--- config.mk ---
export PLATFORM = sky130hd
export DESIGN_NAME = vend_sequencer_flat
export DESIGN_NICKNAME = d
export VERILOG_FILES = /design/src/rtl/vend_sequencer_if.sv /design/src/rtl/vend_sequencer.sv /design/src/flat_wrapper.sv
export SDC_FILE = /design/constraint.sdc
export NUM_CORES = 1
export LEC_CHECK = 0
export ABC_CLOCK_PERIOD_IN_PS = 2900
export CAP_MARGIN = 10
export CORE_ASPECT_RATIO = 1.4
export CORE_MARGIN = 2
export CORE_UTILIZATION = 36
export DETAILED_ROUTE_END_ITERATION = 10
export PLACE_DENSITY_LB_ADDON = 0.08
export SYNTH_ARGS = -nofsm -noshare
export SYNTH_HDL_FRONTEND = slang
export SYNTH_SLANG_ARGS = --single-unit
--- constraint.sdc ---
create_clock -name clk -period 2.9 [get_ports clk]
set_clock_uncertainty 0.15 [all_clocks]
set_input_delay 0.435 -clock clk [delete_from_list [all_inputs] [get_ports clk]]
set_output_delay 0.435 -clock clk [all_outputs]
set_load 0.1 [all_outputs]
--- src/rtl/vend_sequencer_if.sv ---
// rtl/vend_sequencer_if.sv - request/strobe/change bundle between vend_sequencer and its environment
//
// master : environment side (drives requests, balance, dispenser ready; observes strobes)
// slave  : vend_sequencer side
// Signals:
//   power_on, coin_req[2:0], sel_req[1:0], finish, left[7:0], overflow, change_ready  (to sequencer)
//   state[1:0], coin[2:0], ab[1:0], change_valid, change_half, busy                  (from sequencer)
interface vend_sequencer_if;
    logic       power_on;
    logic [2:0] coin_req;
    logic [1:0] sel_req;
    logic       finish;
    logic [7:0] left;
    logic       overflow;
    logic       change_ready;
    logic [1:0] state;
    logic [2:0] coin;
    logic [1:0] ab;
    logic       change_valid;
    logic       change_half;
    logic       busy;

    modport master (
        output power_on, coin_req, sel_req, finish, left, overflow, change_ready,
        input  state, coin, ab, change_valid, change_half, busy
    );

    modport slave (
        input  power_on, coin_req, sel_req, finish, left, overflow, change_ready,
        output state, coin, ab, change_valid, change_half, busy
    );
endinterface

--- src/rtl/vend_sequencer.sv ---
// rtl/vend_sequencer.sv - vending machine control FSM: request queueing, strobe issue, change payout
//
// Ports:
//   clk    : single clock, rising edge
//   reset  : asynchronous active-low reset
//   bus    : vend_sequencer_if.slave (requests in, datapath mode/strobes and change handshake out)
// Parameter TIMEOUT_CYC : idle SELL cycles before change is forced.
// Macro VEND_TIMEOUT_EN : when defined, the SELL idle timeout is built in; otherwise SELL
//                         leaves only via finish or power_on=0.
module vend_sequencer #(
    parameter logic [31:0] TIMEOUT_CYC = 32'd1000
) (
    input  logic            clk,
    input  logic            reset,
    vend_sequencer_if.slave bus
);
    typedef enum logic [1:0] {
        S_OFF    = 2'b00,
        S_INIT   = 2'b01,
        S_SELL   = 2'b10,
        S_CHANGE = 2'b11
    } state_t;

    state_t     state_q;
    logic [4:0] pend_q;     // {coin2, coin1, coin0, ab1, ab0}, MSB = highest priority
    logic [2:0] coin_q;
    logic [1:0] ab_q;
    logic       gap_q;      // cycle following a strobe
    logic       fin_q;      // finish seen while requests still draining
    logic [7:0] chg_q;      // remaining change, 0.5-yuan units
`ifdef VEND_TIMEOUT_EN
    logic [31:0] tmo_q;
`endif

    logic [4:0] req_vec;
    logic [4:0] req_new;
    logic [4:0] issue;
    logic       in_sell;
    logic       stb_on;
    logic       tmo_hit;
    logic       fin_any;
    logic       go_change;
    logic [7:0] chg_dec;

    always_comb begin
        req_vec = {bus.coin_req, bus.sel_req};
        in_sell = (state_q == S_SELL);
        stb_on  = (coin_q != 3'b000) || (ab_q != 2'b00);
        // Requests for bits already pending are absorbed.
        req_new = in_sell ? (req_vec & ~pend_q) : 5'b00000;
        issue   = 5'b00000;
        if (in_sell && !stb_on) begin
            casez (pend_q)
                5'b1????: issue = 5'b10000;
                5'b01???: issue = 5'b01000;
                5'b001??: issue = 5'b00100;
                5'b0001?: issue = 5'b00010;
                5'b00001: issue = 5'b00001;
                default:  issue = 5'b00000;
            endcase
        end
`ifdef VEND_TIMEOUT_EN
        tmo_hit = in_sell && (tmo_q == TIMEOUT_CYC - 32'd1);
`else
        tmo_hit = 1'b0;
`endif
        fin_any = fin_q | bus.finish | tmo_hit;
        // Leave SELL only once nothing is queued, nothing new arrives and no strobe is high;
        // a strobe cycle is always followed by its gap before this can be true.
        go_change = in_sell && fin_any && (pend_q == 5'b00000) && (req_vec == 5'b00000) && !stb_on;
        chg_dec   = (chg_q == 8'd1) ? 8'd1 : 8'd2;
    end

    always_ff @(posedge clk or negedge reset) begin
        if (!reset) begin
            state_q <= S_OFF;
            pend_q  <= '0;
            coin_q  <= '0;
            ab_q    <= '0;
            gap_q   <= 1'b0;
            fin_q   <= 1'b0;
            chg_q   <= '0;
`ifdef VEND_TIMEOUT_EN
            tmo_q   <= '0;
`endif
        end else if (!bus.power_on) begin
            state_q <= S_OFF;
            pend_q  <= '0;
            coin_q  <= '0;
            ab_q    <= '0;
            gap_q   <= 1'b0;
            fin_q   <= 1'b0;
            chg_q   <= '0;
`ifdef VEND_TIMEOUT_EN
            tmo_q   <= '0;
`endif
        end else begin
            case (state_q)
                S_OFF: state_q <= S_INIT;
                S_INIT: begin
                    state_q <= S_SELL;
                    fin_q   <= 1'b0;
`ifdef VEND_TIMEOUT_EN
                    tmo_q   <= '0;
`endif
                end
                S_SELL: begin
                    pend_q <= (pend_q & ~issue) | req_new;
                    coin_q <= issue[4:2];
                    ab_q   <= issue[1:0];
                    gap_q  <= stb_on;
                    if (go_change) begin
                        state_q <= S_CHANGE;
                        chg_q   <= bus.left;
                        fin_q   <= 1'b0;
                    end else begin
                        fin_q   <= fin_any;
                    end
`ifdef VEND_TIMEOUT_EN
                    if ((req_vec != 5'b00000) || bus.finish)
                        tmo_q <= '0;
                    else if (tmo_q != 32'hFFFF_FFFF)
                        tmo_q <= tmo_q + 32'd1;
`endif
                end
                S_CHANGE: begin
                    coin_q <= '0;
                    ab_q   <= '0;
                    gap_q  <= 1'b0;
                    if (chg_q == 8'd0)
                        state_q <= S_INIT;
                    else if (bus.change_ready)
                        chg_q <= chg_q - chg_dec;
                end
                default: state_q <= S_OFF;
            endcase
        end
    end

    assign bus.state        = state_q;
    assign bus.coin         = coin_q;
    assign bus.ab           = ab_q;
    assign bus.change_valid = (state_q == S_CHANGE) && (chg_q != 8'd0);
    assign bus.change_half  = (state_q == S_CHANGE) && (chg_q == 8'd1);
    assign bus.busy         = (pend_q != 5'b00000) || stb_on || gap_q;
endmodule

--- src/flat_wrapper.sv ---
// flat-port wrapper written by rule: the top's interface ports become plain ports
module vend_sequencer_flat 
#(
    parameter logic [31:0] TIMEOUT_CYC = 32'd1000
)
  (clk, reset, bus_power_on, bus_coin_req, bus_sel_req, bus_finish, bus_left, bus_overflow, bus_change_ready, bus_state, bus_coin, bus_ab, bus_change_valid, bus_change_half, bus_busy);
  vend_sequencer_if bus_i ();
  input  logic clk;
  input  logic reset;
  input wire logic [$bits(bus_i.power_on)-1:0] bus_power_on;
  input wire logic [$bits(bus_i.coin_req)-1:0] bus_coin_req;
  input wire logic [$bits(bus_i.sel_req)-1:0] bus_sel_req;
  input wire logic [$bits(bus_i.finish)-1:0] bus_finish;
  input wire logic [$bits(bus_i.left)-1:0] bus_left;
  input wire logic [$bits(bus_i.overflow)-1:0] bus_overflow;
  input wire logic [$bits(bus_i.change_ready)-1:0] bus_change_ready;
  output wire logic [$bits(bus_i.state)-1:0] bus_state;
  output wire logic [$bits(bus_i.coin)-1:0] bus_coin;
  output wire logic [$bits(bus_i.ab)-1:0] bus_ab;
  output wire logic [$bits(bus_i.change_valid)-1:0] bus_change_valid;
  output wire logic [$bits(bus_i.change_half)-1:0] bus_change_half;
  output wire logic [$bits(bus_i.busy)-1:0] bus_busy;
  assign bus_i.power_on = bus_power_on;
  assign bus_i.coin_req = bus_coin_req;
  assign bus_i.sel_req = bus_sel_req;
  assign bus_i.finish = bus_finish;
  assign bus_i.left = bus_left;
  assign bus_i.overflow = bus_overflow;
  assign bus_i.change_ready = bus_change_ready;
  assign bus_state = bus_i.state;
  assign bus_coin = bus_i.coin;
  assign bus_ab = bus_i.ab;
  assign bus_change_valid = bus_i.change_valid;
  assign bus_change_half = bus_i.change_half;
  assign bus_busy = bus_i.busy;
  vend_sequencer #(.TIMEOUT_CYC(TIMEOUT_CYC)) u_core (.clk(clk), .reset(reset), .bus(bus_i));
endmodule
==> impl_metrics.toml <==
[status]
status = "complete, no violations"

[power]
leakage_nw = 0.8551
peakVddDrop_v = 0.0008443
finalPower_mw = 1.958
pwr-share-clk = 0.115
pwr-share-seq = 0.256
internal_power_mw = 1.056
power.density_nw_per_um2 = 1024
swShare = 0.4609
p_sw_mw = 0.9026
power_frac_comb = 0.628

[global_route]
grt_pass1_vias = 1292
grtUsageTotal = 0.1746
antenna_found_initial = 0
grt_pass1_wl_um = 5982
grt-ovfl-total = 0
grt_max_degree = 18

[detailed_routing]
first_pass_iters = 4
routedWlPerCell_um = 16.14
wl_met3_um = 129
drt_iter0_drc = 13
drc = 0
vias = 1208
wl_met2_um = 2025
wl_met1_um = 1375
postRouteWirelength_um = 3615
vias_per_cell = 5.393
maxUsedRoutingLayer = "met4"
ant_nets = 0

[yosys]
synth_cells = 142
syn_nets = 167
netlist_top_cells_count = "dfrtp_1 (22), nor2_1 (17), inv_1 (13)"
synthFlopType = "dfrtp_1"
synth_top_area_cell = "dfrtp_1"
syn-cell-area_sq_um = 1360
synth_edf_count = 0
ys_seq_area_frac = 0.4048
synth_seq_cells = 22
async_flop_share = 1.000
synthMostInstantiatedCell = "dfrtp_1"
syn_avg_cell_area_sq_um = 9.578
yosys.cell_types.count = 37
synthTopCellsByArea = "dfrtp_1 (40%), mux2_2 (5.0%), nor2_1 (4.7%), ha_1 (4.6%), mux2i_1 (4.4%)"
synthDominantCellAreaShare = 0.4048
synth_warnings = 0

[timing]
finalCritPeriodShare = 0.9800
slew_headroom = 0.7077
period_needed_ns = 2.842
hold_slack_ns = 0.3176
setup_viol = 0
worst_pin_slew_ns = 0.4344
slew_viol_final = 0
tns_ns = 0
rsz0062_at_grt = "yes"
fmax_mhz = 351.9
finalHoldViolations = 0

[cells_and_area]
final_area_sq_um = 1912
fin_nets = 208
finish.utilization = 0.5247
multi_input_area_sq_um = 809.5
fill_cells = 350
regArea_sq_um = 565.5
antenna_cells = 0
syn_to_final_growth_pct = 40.57
drive_gt1_frac = 0.3132

[cts]
cts_tree = "done"
cts_buffers = 3
cts_max_path_buffers = 2
worstSkewPairLatency_ns = 0.27
clock-root-buffer = "clkbuf_8"
hold_buffers = 0
htree_levels = 1
clock-sinks = 22
cts.reportedPaths.clkPinSlew_ns = 0.09

[die]
io_pins = 29
rows = 26
die_x_um = 55.95
initial_core_util = 0.3733
die_y_um = 76.73
coreArea_sq_um = 3643
die-area_sq_um = 4292

[critical_path]
required_ns = 2.90
crit_fanout = 3
worstSetupPathType = "register to register"
cp-end-kind = "register"
startpoint = "u_core.chg_q[3]"
worstPathArrival_ns = 2.84
start_kind = "register"
r2r_start = "u_core.chg_q[3]"

[placement]
place_area_sq_um = 1770
io_buffers = 27
place.gp.congestion = 0.8445
place_hpwl_um = 2604

[run]
cap_violations = 0

[min_path]
hold_class = "input port to async pin"
-- registers in the layout, indices dropped and copies added (netlist names) --
signal            count
u_core.bus.ab         2
u_core.bus.coin       3
u_core.bus.state      2
u_core.chg_q          8
u_core.fin_q          1
u_core.gap_q          1
u_core.pend_q         5
-- worst max-delay path: stages, from the launching register on --
cell and delay (ns):
dfrtp_1 0.41, or4_4 0.56, nor4_4 0.28, and2_1 0.17
ha_1 0.24, nor4_1 0.37, xnor2_1 0.19, a211oi_1 0.09
mux2_2 0.27
-- cell usage in the layout (no fill, tap or decap), types with 5 or more instances in the layout --
cell type	Yosys	final
nor3_1	6	5
nor2_1	17	17
a21oi_1	6	6
inv_1	13	12
nand2_1	12	12
clkdlybuf4s50_1	0	17
buf_4	0	20
dfrtp_1	22	16
mux2_2	6	6
mux2i_1	6	6
-- per-layer routing --
metal / vias to the layer above / GRT usage
li1: 580 / -
met1: 587 / 0.1938
met2: 33 / 0.3202
met3: 8 / 0.02361
met4: 0 / 0.08571
met5: - / 0
-- layout make-up --
| cell class | instances | share of cell area |
|---|---|---|
| tap | 42 | 0.02749 |
| timing repair buffer | 40 | 0.1990 |
| inverter | 13 | 0.02552 |
| clock buffer | 4 | 0.02880 |
| multi-input combinational | 103 | 0.4234 |
| sequential | 22 | 0.2958 |
-- through the flow --
stage                     setup WS, ns  std cells
after floorplan                -0.1068        142
after global placement        0.006001        217
after detailed placement      -0.04038        217
after CTS                      0.02517        221
after global routing          -0.06364        224
final                          0.05806        224
-- worst paths after layout --
kind / endpoint / slack, ns / depth (start not counted)
max: u_core.chg_q[7] / 0.06 / 8
min: u_core.bus.coin[1] / 0.32 / 1
max reg2reg: u_core.chg_q[7] / 0.06 / 8
min reg2reg: u_core.fin_q / 0.36 / 2
max in group asynchronous: u_core.bus.ab[0] / 1.69 / 2
min in group clk: u_core.fin_q / 0.36 / 2
-- power groups by stage --
stage	Combinational [mW]	Sequential, mW	Clock, mW
5_1_grt	1.32	0.514	0.244
2_1_floorplan	0.653	0.603	0
3_5_place_dp	1.11	0.491	0
4_1_cts	1.12	0.488	0.232
6_report	1.23	0.502	0.226
3_3_place_gp	1.09	0.485	0
-- kinds of logic after synthesis --
| logic type | share of synthesized area |
|---|---|
| mux | 0.09383 |
| xor+xnor | 0.03864 |
| flops | 0.4048 |
| buf+inv | 0.04692 |
| simple gates | 0.2006 |
| compound gates | 0.1546 |
| fa+ha+maj | 0.06072 |
-- timing repair --
action	4_1_cts	5_1_grt
resized for setup	1	11
pin swaps	0	8
cloned	0	0
setup buffers	0	3
endpoints found under the setup margin	2	8
hold endpoints to repair	0	0
Note: power is estimated with default switching activity, not from simulation.
